==> src/rtl/partition_error_sweeper.sv <==
// Exhaustive input sweeper and error accumulator for a partitioned combinational block.
// Define PARTITION_SWEEP_WCE_EN to add the wce_pi output (first worst-case pattern).
module partition_error_sweeper #(
    parameter int unsigned IN_W   = 7,
    parameter int unsigned OUT_W  = 4,
    parameter int unsigned SETTLE = 1
) (
    input  logic                                clk,
    input  logic                                rst_n,
    input  logic                                start,
    output logic [IN_W-1:0]                     pi,
    input  logic [OUT_W-1:0]                    exact_po,
    input  logic [OUT_W-1:0]                    approx_po,
    output logic                                busy,
    output logic                                done,
    output logic [IN_W:0]                       err_cnt,
    output logic [IN_W+$clog2(OUT_W+1)-1:0]     ham_sum,
    output logic [OUT_W-1:0]                    max_abs_err
`ifdef PARTITION_SWEEP_WCE_EN
    ,
    output logic [IN_W-1:0]                     wce_pi
`endif
);

    localparam int unsigned HAM_W       = IN_W + $clog2(OUT_W + 1);
    localparam logic [3:0]  SETTLE_INIT = 4'(SETTLE);

    localparam logic [1:0] ST_IDLE   = 2'd0;
    localparam logic [1:0] ST_APPLY  = 2'd1;
    localparam logic [1:0] ST_SAMPLE = 2'd2;
    localparam logic [1:0] ST_FIN    = 2'd3;

    logic [1:0]       state;
    logic [3:0]       settle_cnt;
    logic [OUT_W-1:0] diff;
    logic [OUT_W-1:0] abs_err;
    logic [HAM_W-1:0] pop;

    always_comb begin
        diff = exact_po ^ approx_po;
        pop  = '0;
        for (int i = 0; i < int'(OUT_W); i++) begin
            pop = pop + HAM_W'(diff[i]);
        end
        // Compare-and-subtract keeps the magnitude unsigned without wrap.
        abs_err = (exact_po >= approx_po) ? (exact_po - approx_po) : (approx_po - exact_po);
    end

    assign busy = (state == ST_APPLY) || (state == ST_SAMPLE);
    assign done = (state == ST_FIN);

    always_ff @(posedge clk or negedge rst_n) begin
        if (!rst_n) begin
            state       <= ST_IDLE;
            settle_cnt  <= '0;
            pi          <= '0;
            err_cnt     <= '0;
            ham_sum     <= '0;
            max_abs_err <= '0;
`ifdef PARTITION_SWEEP_WCE_EN
            wce_pi      <= '0;
`endif
        end else begin
            case (state)
                ST_IDLE: begin
                    if (start) begin
                        state       <= ST_APPLY;
                        settle_cnt  <= SETTLE_INIT;
                        pi          <= '0;
                        err_cnt     <= '0;
                        ham_sum     <= '0;
                        max_abs_err <= '0;
`ifdef PARTITION_SWEEP_WCE_EN
                        wce_pi      <= '0;
`endif
                    end
                end
                ST_APPLY: begin
                    if (settle_cnt == 4'd0) begin
                        state <= ST_SAMPLE;
                    end else begin
                        settle_cnt <= settle_cnt - 4'd1;
                    end
                end
                ST_SAMPLE: begin
                    if (diff != '0) begin
                        err_cnt <= err_cnt + (IN_W + 1)'(1);
                    end
                    ham_sum <= ham_sum + pop;
                    if (abs_err > max_abs_err) begin
                        max_abs_err <= abs_err;
`ifdef PARTITION_SWEEP_WCE_EN
                        wce_pi      <= pi;
`endif
                    end
                    if (&pi) begin
                        state <= ST_FIN;
                    end else begin
                        pi         <= pi + IN_W'(1);
                        settle_cnt <= SETTLE_INIT;
                        state      <= ST_APPLY;
                    end
                end
                default: begin
                    state <= ST_IDLE;
                end
            endcase
        end
    end

endmodule
==> config.mk <==
export PLATFORM = sky130hd
export DESIGN_NAME = partition_error_sweeper
export DESIGN_NICKNAME = d
export VERILOG_FILES = /design/src/rtl/partition_error_sweeper.sv
export SDC_FILE = /design/constraint.sdc
export NUM_CORES = 1
export LEC_CHECK = 0
export CAP_MARGIN = 25
export CORE_ASPECT_RATIO = 0.5
export CORE_UTILIZATION = 41
export DETAILED_ROUTE_END_ITERATION = 16
export DONT_BUFFER_PORTS = 1
export PLACE_DENSITY_LB_ADDON = 0.05
export SLEW_MARGIN = 20
export SYNTH_ARGS = -nofsm -noshare
export SYNTH_HDL_FRONTEND = slang
export SYNTH_SLANG_ARGS = --single-unit
==> constraint.sdc <==
create_clock -name clk -period 4.4 [get_ports clk]
set_clock_uncertainty 0.1 [all_clocks]
set_input_delay 0.22 -clock clk [delete_from_list [all_inputs] [get_ports clk]]
set_output_delay 0.22 -clock clk [all_outputs]
set_load 0.02 [all_outputs]
# Word level (Yosys, flattened, before mapping)
# Cells that the tools add are included.
# word_totals
word_cells,60
ff_bits,35
output_inout_bits,31
inputBits,11
# op_classes
mux,20
bitwise_logic,1
addsub,9
magnitude_cmp,2
n_eq_ne,9
reduce_logical,13
# ops
operator,count
two-way mux 4 bit,6
case mux 10 bit (2 select lines),1
two-way mux 8 bit,2
case mux 8 bit (2 select lines),1
two-way mux 7 bit,2
case mux 7 bit (2 select lines),1
case mux 4 bit (3 select lines),1
adder 10 x 4 -> 10 bit,1
two-way mux 10 bit,1
AND reduction 3 bit,3
adder 8 x 1 -> 8 bit (second input constant),1
case mux 4 bit (2 select lines),1
subtractor 4 bit,2
adder 7 x 1 -> 7 bit (second input constant),1
AND reduction 7 bit,1
two-way mux 2 bit,3
!= test 2 x 1 -> 1 bit (second input constant),3
!= test 2 bit (second input constant),3
case mux 2 bit (3 select lines),1
adder 3 x 1 -> 4 bit,1
equality test 2 bit (second input constant),2
>= comparator 4 bit,1
greater-than comparator 4 bit,1
logical NOT 4 bit,1
12 further kinds,13

# Depth between registers and ports, before layout
# Gate-level depths: netlist of the first run.
# depth
depth_word,6
depth_mapped,14
depth_no_buf,14

# Worst setup path after synthesis of the first run
# Ideal clock, no wire load.
# synth_path
kind,input-to-reg
start,in exact_po[0]
end,reg max_abs_err[0]
required_time_ns,4.179
arrival_time_ns,2.902
cell_stages,14
n_path_buf,0
setup_ns,0.121
setup_slack_ns,1.277
cell_sequence,inv_1 -> ha_1 -> inv_1 -> fa_1 -> a21o_1 -> a211o_1 -> a211o_1 -> a21o_1 -> and2_1 -> ha_1 -> and4_1 -> a21oi_1 -> o21ai_0 -> a22o_1
# synth_between
elab_chain_cells,5
elab_cells_between_ends,9
cone_classes,2 x add/sub; 2 x order compare; 1 x eq/ne; 3 x mux; 1 x reduce/logical
# synth_lines
item,line_no,text
"start, declared",12,"input logic [OUT_W-1:0] exact_po,"
subtractor 4 bit or >= comparator 4 bit (tied branches),46,abs_err = (exact_po >= approx_po) ? (exact_po - approx_po) : (approx_po - exact_po);
two-way mux 4 bit *,46,
greater-than comparator 4 bit,90,if (abs_err > max_abs_err) begin
!= test 2 x 1 -> 1 bit (no line),--,
AND reduction 3 bit (no line),--,
"end signal, assigned",91,max_abs_err <= abs_err;
"end, declared",18,output logic [OUT_W-1:0] max_abs_err
# Every way passes the cells marked *; elsewhere a longest branch is shown, timed or not. The select of a mux whose other input is x is not followed.
# A chain may end at the register's enable or synchronous reset.

# Worst setup path after layout of the first run
# Ends and elaborated chain as after synthesis.

==> results of run 1 <==
[cells in the final DEF, fill, tap and decap left out, drive strengths merged, types with 5 or more instances in the layout]
cell	synthesis	routed
inv	25	25
o21ai	20	20
nor2b	6	6
a21oi	13	13
nor3	7	7
fa	5	5
nor2	18	18
nand2	18	18
dfrtp	35	35
xor2	5	5
clkbuf	2	6
a22o	7	7
ha	20	20
nand3	11	11
mux2i	5	5
[flip-flops by register name, indices dropped and copies added (netlist names)]
register,flops
err_cnt,8
ham_sum,10
max_abs_err,4
pi,7
settle_cnt,4
state,2
[kinds of logic (layout without fill, tap and decap cells)]
kind of cell / count (synthesis) / in the layout
AND/OR/NAND/NOR: 79 / 79
AO/OA/AOI/OAI: 56 / 56
flip-flops: 35 / 35
buffers and inverters: 29 / 35
adder cells (fa/ha/maj): 25 / 25
XOR/XNOR: 9 / 9
multiplexers: 8 / 8
[area by class of cell]
type	count	area share (%)
multi-input cells	177	51.8
flip-flops and latches	35	35.7
inverters	25	3.83
clock inverters	1	0.204
clock buffers	6	3.37
repair buffers	3	1.53
well taps	70	3.57
[layer usage]
| metal | vias to the layer above | routed length, µm | track usage (%) |
|---|---|---|---|
| li1 | 849 | - | - |
| met1 | 810 | 2450 | 22.8 |
| met2 | 40 | 2060 | 30.2 |
| met3 | 4 | 355 | 7.14 |
| met4 | 0 | 47 | 5.71 |
| met5 | - | 0 | 0 |
[worst min path at each step]
stage	start	end	slack [ns]	cells past startpoint
final	start	err_cnt[1]$_DFFE_PN0P_	0.15	3
after detailed placement	rst_n	err_cnt[4]$_DFFE_PN0P_	-0.17	0
after CTS	start	err_cnt[1]$_DFFE_PN0P_	0.15	3
after floorplan	rst_n	err_cnt[0]$_DFFE_PN0P_	-0.18	0
after global routing	start	err_cnt[1]$_DFFE_PN0P_	0.18	3
after global placement	rst_n	settle_cnt[3]$_DFFE_PN0P_	-0.17	0
[power by group through the flow]
stage / registers (µW) / logic, µW / clock network [µW]
2_1_floorplan: 586 / 246 / 0
3_3_place_gp: 617 / 286 / 0
3_5_place_dp: 617 / 297 / 0
4_1_cts: 612 / 307 / 246
5_1_grt: 630 / 359 / 260
6_report: 612 / 307 / 238
[critical path, delay by kind of cell]
family | cells | cell delay [ns]
buffers and inverters | 2 | 0.09
AND/OR/NAND/NOR | 2 | 0.36
AO/OA/AOI/OAI | 7 | 1.66
adder cells (fa/ha/maj) | 3 | 0.83
[stage by stage]
step | hold slack [ns] | util [%] | cells | setup WS [ns]
2_1_floorplan | -0.176 | - | 241 | 1.28
3_3_place_gp | -0.175 | 45.7 | 308 | 1.15
3_5_place_dp | -0.175 | 45.7 | 308 | 1.05
4_1_cts | 0.154 | 48.0 | 317 | 1.35
5_1_grt | 0.176 | 48.0 | 317 | 1.12
6_report | 0.151 | 48.0 | 317 | 1.31
==> results.ini, run 1 <==
[power_and_ir_drop]
swShare_pct = 41.8
pwr-share-clk_pct = 20.6
p_seq_share_pct = 52.9
worst_ir_drop_vdd_mv = 0.205
power_density_nw_per_um2 = 472
p_sw_uw = 484
p_total_uw = 1160
power.internal_uw = 673
comb_power_share_pct = 26.5
leakage_uw = 0.00114

[synthesis]
ys_warn_count = 0
avgSynthCellArea_um2 = 9.39
yosysMostFrequentCell = dfrtp_1
yosys.area.top_type = dfrtp_1
netlist_top_cells_count = dfrtp_1 (35), inv_1 (25), ha_1 (20), o21ai_0 (20)
synth-xor-area-share_pct = 3.48
yosys.area_share.simple_pct = 17.2
synth_top_family_by_area = simple AND/OR/NAND/NOR gates
synth_compound_area_share_pct = 16.2
synth_area_um2 = 2260
yosys.cell_types.count = 38
yosysSeqAreaShare_pct = 38.7
synth_nets = 277
synthCells = 241
synth-edff-count = 0
synth_adder_area_share_pct = 15.5
ys.flop_type = dfrtp_1
synth_top_area_share_pct = 38.7
async_reset_ff_share_pct = 100
synth.area.top_cells = dfrtp_1 (39%), ha_1 (11%), fa_1 (4.4%), o21ai_0 (4.4%), inv_1 (4.1%)
muxShareOfSynthArea_pct = 3.70
ys_seq_elements = 35

[timing]
hold_viol = 0
worst_pin_slew_ns = 0.836
period_needed_ns = 3.09
tns_ns = 0
finalSetupViolations = 0
period_share_pct = 70.2
max_freq_mhz = 324
relSlewSlack_pct = 44.0
drv_slew = 0
rsz0062_at_grt = false

[floorplanning]
die-area_um2 = 5840
initial_core_util_pct = 44.3
ios = 42
die_h_um = 54.5
die_width_um = 107
rows = 18
coreArea_um2 = 5110

[critical_path]
cp.required_ns = 4.47
crit_path_end_kind = register
r2r_slack_ns = 1.46
critical_path.startpoint = exact_po[0]
cp-endpoint = max_abs_err[0]$_DFFE_PN0P_
crit_fanout = 4
rr_worst_depth = 8
cp.arrival_ns = 3.16
r2r-end = ham_sum[9]$_DFFE_PN0P_
cp-start-kind = primary input
critPathKind = in2reg
cpPeakStageDelay_ns = 0.38
r2r-start = ham_sum[0]$_DFFE_PN0P_
cp_slowest_cell = fa_1
path_cells = inv_1 -> ha_1 -> inv_1 -> fa_1 -> a21o_1 -> a211o_1 -> a211o_1 -> a21o_1 -> and2_1 -> ha_1 -> and4_1 -> a21oi_1 -> o21ai_0 -> a22o_1

[clock_network]
clk_latency_ns = 0.28
post_cts_resized = 0
clockBufferDepth = 2
clk_pin_slew_worst_paths_ns = 0.08
htree_levels = 2
cts_tree = built
clkSinkCount = 35
ctsHoldBuffers = 2
ctsRootBufferMaster = clkbuf_8
post_cts_buffers = 0
cts_made_buffers = 5

[status]
status = finished clean

[placement]
port_buffers = 0
placed_cell_area_um2 = 2330
dpl.hpwl_um = 3610
place.gp.congestion = 0.798

[routing]
vias = 1703
vias_per_cell = 5.37
wl_per_cell_um = 15.5
ant_nets = 0
wirelength_um = 4920
drt_iter0_markers = 68
drt_pass1_iterations = 4
drc = 0

[grt]
grt-ovfl-total = 0
grt_pass1_wl_um = 7850
antenna_found_initial = 0
grt_max_degree = 36
grt_pass1_vias = 1651
grtUsageTotal_pct = 18.4

[finish]
antennaDiodeCount = 0
multiInputGateArea_um2 = 1270
area_growth_pct = 8.35
fill_cells = 495
seq_area_um2 = 876
nets = 283
finalInstanceArea_um2 = 2450
drive_gt1_share_pct = 5.67

[worst_hold_path]
min_path_type = in2reg

[run]
drv_cap = 0

No activity file was read; power rests on OpenSTA's default activity.
==> run 2: changes to the inputs <==
==> constraint.sdc (replaced) <==
create_clock -name clk -period 2.5 [get_ports clk]
set_clock_uncertainty 0.1 [all_clocks]
set_input_delay 0.125 -clock clk [delete_from_list [all_inputs] [get_ports clk]]
set_output_delay 0.125 -clock clk [all_outputs]
set_load 0.02 [all_outputs]
==> run 2 against run 1 <==
  * The flow now finishes with violations (negative setup slack)
  * Critical path depth unchanged
  * Die area unchanged
  * Combinational power increased by 140%
  * Via count increased by 7.2%
  * Worst setup slack got worse by 1.4 ns
==> results.ini, run 2 (synthesized netlist as in run 1, its figures left out) <==
[floorplanning]
initial_core_util_pct = 44.3
ios = 42
die-area_um2 = 5840
coreArea_um2 = 5110
die_width_um = 107
die_h_um = 54.5
rows = 18

[power_and_ir_drop]
worst_ir_drop_vdd_mv = 0.440
p_seq_share_pct = 47.3
power_density_nw_per_um2 = 808
power.internal_uw = 1320
swShare_pct = 41.4
pwr-share-clk_pct = 20.5
comb_power_share_pct = 32.2
p_sw_uw = 936
leakage_uw = 0.00128

[status]
violations = negative setup slack
status = finished with violations

[grt]
grt_max_degree = 36
grtUsageTotal_pct = 19.4
grt-ovfl-total = 0
antenna_found_initial = 0
grt_pass1_vias = 1785
grt_pass1_wl_um = 8420

[finish]
nets = 310
reg.largest.list = ham_sum x10, err_cnt x8, pi x7
drive_gt1_share_pct = 22.9
final_cell_mix = dfrtp_1 (34), buf_4 (27), inv_1 (22)
largest_register = ham_sum
finalInstanceArea_um2 = 2800
area_growth_pct = 23.5
final_common_cell = dfrtp_1
antennaDiodeCount = 0
largest_reg_flops = 10

[routing]
wirelength_um = 5180
drt_iter0_markers = 56
drc = 0
vias = 1826
vias_per_cell = 5.29
ant_nets = 0
drt_pass1_iterations = 4
wl_per_cell_um = 15.0

[placement]
placed_cell_area_um2 = 2610
place.gp.congestion = 0.759
dpl.hpwl_um = 3900
port_buffers = 0

[run]
drv_cap = 0

[timing]
finalSetupViolations = 5
drv_slew = 0
worst_pin_slew_ns = 0.512
worst_slack_ns = -0.0578
holdWs_ns = 0.0439
period_needed_ns = 2.56
period_share_pct = 102
hold_viol = 0
relSlewSlack_pct = 64.9
max_freq_mhz = 391
rsz0062_at_grt = true

[critical_path]
cp-start-kind = primary input
crit_path_end_kind = register
r2r-start = ham_sum[0]$_DFFE_PN0P_
crit_fanout = 4
cpPeakStageDelay_ns = 0.38
critical_path.startpoint = exact_po[0]
cp_slowest_cell = fa_2
path_cells = clkinv_16 -> ha_4 -> inv_2 -> fa_2 -> a21o_1 -> a211o_1 -> a211o_1 -> a21o_1 -> and2_4 -> ha_4 -> and4_1 -> a21oi_2 -> nor2b_4 -> a32o_1
cp.required_ns = 2.58
critPathKind = in2reg
cp.arrival_ns = 2.64

[clock_network]
htree_levels = 2
cts_made_buffers = 5
clk_latency_ns = 0.30
cts_tree = built
clockBufferDepth = 2
clk_pin_slew_worst_paths_ns = 0.07
clkSinkCount = 35
ctsRootBufferMaster = clkbuf_8

[worst_hold_path]
min-delay-start = start
min_path_type = in2reg

run 2: cell types whose count changed in the layout (fill, tap and decap cells not counted), moves of 2 or more:
cell,before,now
inv_1,25,22
a21oi_1,13,11
inv_2,0,2
buf_4,1,27
a21oi_2,0,2
ha_1,20,16
o21ai_0,20,16
ha_4,0,4
fa_1,5,2
o21ai_2,0,3
fa_2,0,3
run 2: metal layers:
| layer | wire length (µm) | GRT usage [%] |
|---|---|---|
| met5 | 0 | 0 |
| met4 | 36 | 4.79 |
| met3 | 241 | 6.19 |
| met2 | 2320 | 32.8 |
| met1 | 2580 | 24.7 |
run 2: stage by stage:
step | std cells | TNS (ns) | setup slack, ns | total power, µW | utilization (%)
4_1_cts | 343 | -0.0916 | -0.0333 | 2240 | 53.7
3_3_place_gp | 332 | -1.07 | -0.283 | 1720 | 51.1
5_1_grt | 345 | -0.673 | -0.130 | 2430 | 54.7
6_report | 345 | -0.155 | -0.0578 | 2260 | 54.7
2_1_floorplan | 241 | -0.887 | -0.249 | 1530 | -
3_5_place_dp | 332 | -1.35 | -0.337 | 1750 | 51.1
run 2: worst max-delay path: cells and delay by family:
kind,cells,cell delay [ns]
simple gates,3,0.47
compound gates,6,1.21
buf+inv,2,0.06
fa+ha+maj,3,0.76
run 2: power groups by stage:
| stage | Sequential [µW] | Clock, µW | Combinational [µW] |
|---|---|---|---|
| 5_1_grt | 1100 | 499 | 833 |
| 2_1_floorplan | 1030 | 0 | 495 |
| 6_report | 1070 | 463 | 728 |
| 4_1_cts | 1070 | 473 | 699 |
| 3_5_place_dp | 1080 | 0 | 675 |
| 3_3_place_gp | 1070 | 0 | 653 |
run 2: final timing paths:
path / endpoint / slack, ns / depth (start not counted)
min in group asynchronous: pi[6]$_DFFE_PN0P_ / 0.17 / 2
worst max register to register: ham_sum[9]$_DFFE_PN0P_ / -0.02 / 8
worst min register to register: settle_cnt[0]$_DFFE_PN0P_ / 0.44 / 1
worst min-delay path: err_cnt[1]$_DFFE_PN0P_ / 0.04 / 3
max in group asynchronous: ham_sum[0]$_DFFE_PN0P_ / 1.92 / 2
worst max-delay path: max_abs_err[3]$_DFFE_PN0P_ / -0.06 / 14
run 2: what timing repair did:
item | CTS | global route
resized for setup | 0 | 11
endpoints found under the setup margin | 5 | 10
hold buffers | 2 | 0
setup buffers | 1 | 2
pin swaps | 0 | 1
hold endpoints to repair | 35 | 0
run 2: layout make-up:
| type | instances | area (µm²) |
|---|---|---|
| tap | 70 | 87.6 |
| timing repair buffer | 30 | 244 |
| fill | 467 | 2320 |
| multi-input combinational | 177 | 1370 |
| sequential | 35 | 877 |
| inverter | 25 | 120 |
| clock buffer | 6 | 82.6 |
| clock inverter | 2 | 16.3 |
